File: src/rtl/bus_source_arbiter_if.sv
// bus_source_arbiter_if: request/release strobes in, grant and 8:1 mux selects out
interface bus_source_arbiter_if;
  logic [7:0] req;
  logic [7:0] done;
  logic [7:0] gnt;
  logic s2;
  logic s1;
  logic s0;
  logic bus_valid;
  logic timeout_err;
  modport master (input req, done, output gnt, s2, s1, s0, bus_valid, timeout_err);
  modport slave (output req, done, input gnt, s2, s1, s0, bus_valid, timeout_err);
endinterface

File: src/rtl/bus_source_arbiter.sv
// bus_source_arbiter: round-robin owner of the 32-bit 8:1 source mux selects
module bus_source_arbiter #(
  parameter int MAX_HOLD = 16
) (
  input logic clk,
  input logic reset,
  bus_source_arbiter_if.master bus
);
  localparam logic [0:0] IDLE = 1'b0;
  localparam logic [0:0] GRANT = 1'b1;
  logic [0:0] state;
  logic [7:0] hold_cnt;
  logic [2:0] ptr;
  logic [2:0] pick;
  logic [2:0] sel;
  logic at_limit;
  logic release_now;
  // ptr doubles as the granted index while in GRANT
  assign at_limit = hold_cnt == 8'(MAX_HOLD - 1);
  assign release_now = bus.done[ptr] || !bus.req[ptr] || at_limit;
  assign {bus.s2, bus.s1, bus.s0} = sel;
  // scanning from farthest to nearest leaves the first requester after ptr
  always_comb begin
    pick = ptr;
    for (int k = 8; k >= 1; k--)
      if (bus.req[ptr + 3'(k)]) pick = ptr + 3'(k);
  end
  always_ff @(posedge clk) begin
    if (reset) begin
      state <= IDLE;
      bus.gnt <= 8'h00;
      sel <= 3'd0;
      bus.bus_valid <= 1'b0;
      bus.timeout_err <= 1'b0;
      hold_cnt <= 8'd0;
      ptr <= 3'd7;
    end else begin
      bus.timeout_err <= 1'b0;
      if (state == IDLE) begin
        if (|bus.req) begin
          state <= GRANT;
          bus.gnt <= 8'b1 << pick;
          sel <= 3'd7 - pick;
          bus.bus_valid <= 1'b1;
          hold_cnt <= 8'd0;
          ptr <= pick;
        end
      end else if (release_now) begin
        state <= IDLE;
        bus.gnt <= 8'h00;
        bus.bus_valid <= 1'b0;
        bus.timeout_err <= at_limit && !bus.done[ptr] && bus.req[ptr];
      end else begin
        hold_cnt <= hold_cnt + 8'd1;
      end
    end
  end
endmodule

File: src/flat_wrapper.sv
// flat-port wrapper written by rule: the top's interface ports become plain ports
module bus_source_arbiter_flat 
#(
  parameter int MAX_HOLD = 16
)
  (clk, reset, bus_req, bus_done, bus_gnt, bus_s2, bus_s1, bus_s0, bus_bus_valid, bus_timeout_err);
  bus_source_arbiter_if bus_i ();
  input logic clk;
  input logic reset;
  input wire logic [$bits(bus_i.req)-1:0] bus_req;
  input wire logic [$bits(bus_i.done)-1:0] bus_done;
  output wire logic [$bits(bus_i.gnt)-1:0] bus_gnt;
  output wire logic [$bits(bus_i.s2)-1:0] bus_s2;
  output wire logic [$bits(bus_i.s1)-1:0] bus_s1;
  output wire logic [$bits(bus_i.s0)-1:0] bus_s0;
  output wire logic [$bits(bus_i.bus_valid)-1:0] bus_bus_valid;
  output wire logic [$bits(bus_i.timeout_err)-1:0] bus_timeout_err;
  assign bus_i.req = bus_req;
  assign bus_i.done = bus_done;
  assign bus_gnt = bus_i.gnt;
  assign bus_s2 = bus_i.s2;
  assign bus_s1 = bus_i.s1;
  assign bus_s0 = bus_i.s0;
  assign bus_bus_valid = bus_i.bus_valid;
  assign bus_timeout_err = bus_i.timeout_err;
  bus_source_arbiter #(.MAX_HOLD(MAX_HOLD)) u_core (.clk(clk), .reset(reset), .bus(bus_i));
endmodule
File: config.mk
export PLATFORM = sky130hd
export DESIGN_NAME = bus_source_arbiter_flat
export DESIGN_NICKNAME = d
export VERILOG_FILES = /design/src/rtl/bus_source_arbiter_if.sv /design/src/rtl/bus_source_arbiter.sv /design/src/flat_wrapper.sv
export SDC_FILE = /design/constraint.sdc
export NUM_CORES = 1
export LEC_CHECK = 0
export ABC_AREA = 1
export BUFFER_PORTS_ARGS = -buffer_cell sky130_fd_sc_hd__buf_2
export CAP_MARGIN = 15
export CELL_PAD_IN_SITES_DETAIL_PLACEMENT = 1
export CELL_PAD_IN_SITES_GLOBAL_PLACEMENT = 1
export CORE_MARGIN = 2
export CORE_UTILIZATION = 36
export DETAILED_ROUTE_END_ITERATION = 8
export PLACE_DENSITY = 0.86
export SLEW_MARGIN = 10
export SYNTH_ARGS = -nofsm -noshare
export SYNTH_HDL_FRONTEND = slang
export SYNTH_SLANG_ARGS = --single-unit
export TNS_END_PERCENT = 100
File: constraint.sdc
create_clock -name clk -period 2.06 [get_ports clk]
set_input_delay 0.412 -clock clk [delete_from_list [all_inputs] [get_ports clk]]
set_output_delay 0.412 -clock clk [all_outputs]
set_load 0.02 [all_outputs]
==> run_results.csv, run 1 <==
group,metric,value,unit
outcome,status,"finished with violations",
outcome,violations,"setup timing",
critical_path,required,2210,ps
global_routing,grt_pass1_wl,9.31,mm
critical_path,critPathBufInv,1,
timing,worst_slew_pin_slew,420,ps
power,ir_drop,570,uV
placed_design,portBuffers,30,
timing,clock_skew,6.49,ps
yosys,synth-xor-area-share,2.32,%
power,p_leak,1.13,nW
yosys,ys_seq_area_share,27.3,%
critical_path,cpMaxStageDelayCell,"dfxtp_4",
yosys,synth_simple_gate_area_share,45.5,%
drt,first_iter_violations,71,
drt,wl_per_cell,14.4,um
yosys,syn-num-nets,296,
critical_path,cpPeakStageDelay,400,ps
clock_tree,numCtsBuffers,3,
critical_path,crit_chain,"inv_4, ha_4, nand3_1, nand3_2, nand2_4, a21oi_1, nand2_1, nand2_1, nand2_2, nand2_2, nand2_4, a21oi_1, o21ai_0",
yosys,synth_area,1830,um2
power,comb_power_share,79.0,%
power,p_per_area,2040,nW/um2
yosys,synth_top_area_cell,"dfxtp_1",
drt,dr.pass1.iters,4,
drt,routed_wl,5.61,mm
timing,post-route-min-period,2100,ps
timing,hold_violations,0,
global_routing,antenna_found_initial,0,
critical_path,crit_path_end_kind,"flip-flop",
floorplan,coreArea,4820,um2
timing,rsz0062_at_grt,"true",
critical_path,path_delay_family,"simple AND/OR/NAND/NOR gates",
global_routing,grt_usage,21.3,%
layout,layout_common_cells,"64 x nand2_1, 30 x buf_2, 25 x nor2_1, 25 x inv_1, 22 x dfxtp_1",
power,power_switching,0.00267,W
global_routing,gr-total-overflow,0,
floorplan,rows,25,
yosys,synth_ff_type,"dfxtp_1",
yosys,synth_edf_count,0,
layout,drive_gt1_share,39.6,%
clock_tree,h-tree-depth,1,
timing,min_period_over_period,102,%
yosys,synth_compound_gate_area_share,12.3,%
clock_tree,clkTransAtPathRegs,90,ps
layout,fin_nets,345,
yosys,synth_fa_ha_area_share,2.05,%
clock_tree,cts_tree,"built",
yosys,syn_inst,275,
clock_tree,clock_latency,270,ps
timing,maxSlewViolCount,0,
global_routing,grt_start_max_net_pins,20,
placed_design,dp.final_hpwl,4.41,mm
critical_path,critPathMaxFanout,6,
timing,finalSetupViolCount,2,
floorplan,die_w,75.4,um
drt,drtAntennaViolNets,0,
yosys,synth.distinct_cells,35,
timing,worst_slack,-35.1,ps
power,netSwitchingFraction,55.3,%
global_routing,grt_pass1_vias,1966,
floorplan,io_pins,31,
critical_path,crit_path_start_kind,"flip-flop",
power,p_int,0.00216,W
yosys,ys_warn_count,0,
clock_tree,ctsLongestPathBuffers,2,
critical_path,worstPathArrival,2250,ps
yosys,yosys-top-cells-area,"dfxtp_1 27%, nand2_1 15%, nand3_1 8.2%",
placed_design,gp_congestion,0.869,
yosys,synthArstFlopShare,0,%
yosys,yosys_register_bits,25,
floorplan,dieArea,5680,um2
clock_tree,cts.sinks,25,
drt,route.detailed.drc,0,
clock_tree,cts_root_buffer,"clkbuf_8",
power,p_seq_share,14.8,%
timing,setup-tns-final,-53.6,ps
critical_path,crit_type,"reg -> reg",
yosys,synth_top_area_share,27.3,%
layout,diodes,0,
layout,layout_commonest_cell,"nand2_1",
layout,fin_util,49.3,%
drt,vias,1968,
yosys,synth_top_family_by_area,"simple AND/OR/NAND/NOR gates",
timing,relSlewSlack,72.0,%
yosys,muxShareOfSynthArea,0,%
layout,syn2layout_area_growth,29.6,%
floorplan,initial_core_util,38.1,%
yosys,syn_area_per_cell,6.67,um2
floorplan,die_h,75.4,um
hold_path,holdCritPathClass,"reg -> reg",
timing,fmax,477,MHz
power,pwr-share-clk,6.2,%
run,maxCapViolCount,0,
drt,vias_per_cell,5.05,
==> logic make-up after synthesis <==
logic type / count (synthesis)
buf+inv: 41
xor+xnor: 4
fa+ha+maj: 3
simple gates: 168
compound gates: 34
flops: 25
==> metrics by stage <==
step                      hold WS, ps  total power, W  std cells  setup slack, ps  cell area, um2
after global routing              494         0.00526        390             -178            2370
after global placement            450         0.00387        383            -29.0            2150
after floorplan                   447         0.00317        275             25.2            1850
after detailed placement          453         0.00403        383             -101            2150
after CTS                         467         0.00471        390            -6.71            2330
final                             467         0.00484        390            -35.1            2370
==> area by class of cell <==
type                            instances  area (um2)
Fill cell                             659        2440
Multi-Input combinational cell        209        1290
Sequential cell                        25         507
Timing Repair Buffer                   51         312
Inverter                               34         140
Tap cell                               67        83.8
Clock buffer                            4        45.0
==> flip-flops by register name (all words and copies together) (netlist names) <==
name	flops
u_core.state	1
u_core.bus.bus_valid	1
u_core.sel	3
u_core.ptr	3
u_core.bus.gnt	8
u_core.bus.timeout_err	1
u_core.hold_cnt	8
==> routing by layer <==
| layer | vias up | GRT usage, % | part of all wire [%] |
|---|---|---|---|
| met3 | 6 | 3.31 | 1.7 |
| met1 | 952 | 28.7 | 47 |
| met5 | - | 0 | 0 |
| met4 | 0 | 4.09 | 1.2 |
| li1 | 991 | - | - |
| met2 | 19 | 36.5 | 50 |
==> cell usage after synthesis, types with 2 or more instances <==
master / n
a21oi_1: 14
a21oi_2: 6
buf_4: 2
buf_6: 3
dfxtp_1: 25
ha_1: 3
inv_1: 28
inv_2: 4
inv_4: 2
nand2_1: 71
nand2_2: 11
nand2_4: 6
nand3_1: 30
nand3_2: 11
nor2_1: 30
nor3_1: 3
o211a_1: 3
o211ai_1: 2
o21ai_0: 4
xnor2_1: 2
==> tightest hold or removal path: stages, from the launching register on <==
cell,delay [ps]
dfxtp_1,320
nand2_1,60
a21oi_1,50
==> path summary, 6_finish.rpt <==
check                                    endpoint  slack [ps]               from  depth (start not counted)
worst min-delay path            u_core.bus.gnt[2]         470  u_core.bus.gnt[2]                          2
worst max register to register      u_core.ptr[1]         -40      u_core.ptr[1]                         13
worst min register to register  u_core.bus.gnt[2]         470  u_core.bus.gnt[2]                          2
worst max-delay path                u_core.ptr[1]         -40      u_core.ptr[1]                         13
==> power by group through the flow <==
stage	clock network [W]	registers, W	logic, W
finish	0.000301	0.000716	0.00382
global route	0.000324	0.000734	0.00420
CTS	0.000305	0.000715	0.00368
detailed placement	0	0.000710	0.00332
global placement	0	0.000708	0.00316
floorplan	0	0.000791	0.00238
==> repair_timing <==
item                                   4_1_cts  5_1_grt
gates resized for setup                     27       13
setup buffers                                3        0
setup endpoints to repair                   17       20
endpoints found under the hold margin        0        0
pin swaps                                   12       11
hold buffers                                 0        0
No activity file was read; power rests on OpenSTA's default activity.
==> run 2, diff against run 1 <==
--- a/config.mk
+++ b/config.mk
@@ -10,7 +10,6 @@
 export CAP_MARGIN = 15
 export CELL_PAD_IN_SITES_DETAIL_PLACEMENT = 1
 export CELL_PAD_IN_SITES_GLOBAL_PLACEMENT = 1
-export CORE_MARGIN = 2
 export CORE_UTILIZATION = 36
 export DETAILED_ROUTE_END_ITERATION = 8
 export PLACE_DENSITY = 0.86
==> run 2 against run 1 <==
The flow still finishes with violations (setup timing). Sequential power rose by 0.7%. Largest cell class unchanged. Setup slack worse by 98 ps. Critical path depth increased by 2. Sequential cell count unchanged. Design area grew 1.1%. Die area shrank 5.2%. Largest power group unchanged. Register-to-register slack got worse by 98 ps. Cell count increased by 0.26%.
==> run_results.csv, run 2 (same netlist as run 1, synthesis figures left out) <==
group,metric,value,unit
global_routing,top_usage_layer,"met2",
critical_path,required,2210,ps
timing,hold_violations,0,
timing,setup-tns-final,-285,ps
clock_tree,clock_latency,270,ps
global_routing,grt_usage,20.6,%
power,p_seq_share,14.6,%
timing,fmax,456,MHz
clock_tree,cts_root_buffer,"clkbuf_8",
drt,route.detailed.drc,0,
layout,reg.largest.list,"u_core.bus.gnt (8), u_core.hold_cnt (8)",
outcome,status,"finished with violations",
critical_path,critPathMaxFanout,6,
run,maxCapViolCount,0,
drt,dr.pass1.iters,4,
clock_tree,clkTransAtPathRegs,90,ps
layout,drive_gt1_share,38.9,%
layout,multi_input_area,1310,um2
global_routing,grt_util_met1,26.4,%
drt,vias_per_cell,5.10,
global_routing,grt_pass1_vias,1946,
global_routing,grt_use_met2,36.1,%
drt,routed_wl,6.02,mm
clock_tree,cts_tree,"built",
drt,first_iter_violations,92,
global_routing,grt_start_max_net_pins,20,
timing,worst_slack,-133,ps
placed_design,placed_cell_area,2150,um2
timing,maxSlewViolCount,0,
layout,area.sequential,507,um2
drt,drtAntennaViolNets,0,
hold_path,holdCritPathClass,"reg -> reg",
power,pwr-share-clk,5.9,%
critical_path,worstPathArrival,2340,ps
drt,vias,1995,
timing,min_period_over_period,106,%
global_routing,gr-total-overflow,0,
layout,fin_nets,346,
hold_path,hp-start,"u_core.bus.gnt[3]",
power,power_switching,0.00273,W
critical_path,crit_path_start_kind,"flip-flop",
power,p_int,0.00221,W
outcome,violations,"setup timing",
timing,clock_skew,2.84,ps
floorplan,die_w,73.4,um
hold_path,min_to,"u_core.bus.gnt[3]",
placed_design,portBuffers,30,
drt,wl_per_cell,15.4,um
power,p_per_area,2060,nW/um2
timing,finalSetupViolCount,6,
floorplan,rows,25,
critical_path,crit_type,"reg -> reg",
layout,syn2layout_area_growth,30.9,%
critical_path,r2r-end,"u_core.bus.gnt[7]",
timing,timing.hold.ws,465,ps
floorplan,die_h,73.4,um
layout,fin_util,49.8,%
clock_tree,cts.sinks,25,
layout,layout_commonest_cell,"nand2_1",
critical_path,r2r_slack,-130,ps
layout,design_area,2400,um2
timing,relSlewSlack,73.7,%
critical_path,reg2reg_depth,15,
timing,worst_slew_pin_slew,395,ps
layout,diodes,0,
timing,post-route-min-period,2190,ps
power,netSwitchingFraction,55.3,%
floorplan,coreArea,4820,um2
placed_design,dp.final_hpwl,4.23,mm
critical_path,r2r_start,"u_core.ptr[0]",
power,comb_power_share,79.5,%
clock_tree,ctsLongestPathBuffers,2,
clock_tree,numCtsBuffers,3,
global_routing,grt_pass1_wl,8.71,mm
floorplan,dieArea,5380,um2
layout,layout_common_cells,"66 x nand2_1, 30 x buf_2, 29 x nor2_1",
placed_design,gp_congestion,0.963,
floorplan,io_pins,31,
timing,rsz0062_at_grt,"true",
global_routing,use_met3,3.70,%
clock_tree,hold_buffers,0,
floorplan,initial_core_util,38.1,%
power,p_leak,1.14,nW
clock_tree,h-tree-depth,1,
global_routing,antenna_found_initial,0,
power,ir_drop,636,uV
critical_path,crit_path_end_kind,"flip-flop",
hold_path,hold_depth,2,
layout,fillCellCount,656,
-- run 2: cell count changes in the layout (fill, tap and decap cells not counted), moves of 2 or more --
cell     before  now
buf_4        20   22
inv_2         5    7
nand2_1      64   66
nand2_2      18   15
nand3_1      21   19
nand3_4       5    7
nor2_1       25   29
nor2_2        6    2
-- run 2: worst max-delay path: stages, from the launching register on --
cell and delay, ps:
dfxtp_2 360, inv_2 70, ha_4 350, nand3_1 190
nand3_4 130, nand2_4 60, a21oi_1 180, nand2_1 90
nand2_1 70, nand2_2 70, nand2_2 80, nand2_4 60
nand2_1 100, nor2_2 40, nor2_1 150, nor2_1 80
-- run 2: area by class of cell --
cell class	instances	area share, %
Clock buffer	3	1.72
Clock inverter	1	0.209
Inverter	34	5.74
Multi-Input combinational cell	209	54.6
Sequential cell	25	21.1
Tap cell	67	3.49
Timing Repair Buffer	52	13.1
-- run 2: worst max-delay path by stage --
stage | startpoint | end | slack [ps] | depth (start not counted)
after floorplan | u_core.ptr[0] | u_core.bus.gnt[7] | 30 | 20
after global placement | u_core.ptr[1] | u_core.bus.gnt[6] | 10 | 19
after detailed placement | u_core.ptr[0] | u_core.bus.gnt[7] | -20 | 19
after CTS | u_core.ptr[0] | u_core.bus.gnt[6] | 2 | 19
after global routing | u_core.ptr[0] | u_core.bus.gnt[7] | -250 | 20
final | u_core.ptr[0] | u_core.bus.gnt[7] | -130 | 15
-- run 2: routing by layer --
metal	routed length, um	part of all wire, %
met4	121	2.0
met3	197	3.3
met2	3060	51
met5	0	0
met1	2640	44
-- run 2: repair_timing --
action,CTS,global route
buffers inserted,1,4
setup endpoints to repair,14,20
pin swaps,0,13
resized for setup,4,35
-- run 2: stage by stage --
step | std cells | setup slack (ps) | total power (W)
final | 391 | -133 | 0.00494
after global routing | 391 | -247 | 0.00535
after CTS | 387 | 2.40 | 0.00429
after detailed placement | 382 | -18.2 | 0.00395
after global placement | 382 | 14.2 | 0.00385
after floorplan | 275 | 25.2 | 0.00317
-- run 2: power by group through the flow --
stage	Combinational, W	Sequential, W	Clock (W)
detailed placement	0.00324	0.000717	0
finish	0.00393	0.000721	0.000293
floorplan	0.00238	0.000791	0
global route	0.00429	0.000735	0.000321
global placement	0.00314	0.000712	0
CTS	0.00328	0.000712	0.000300
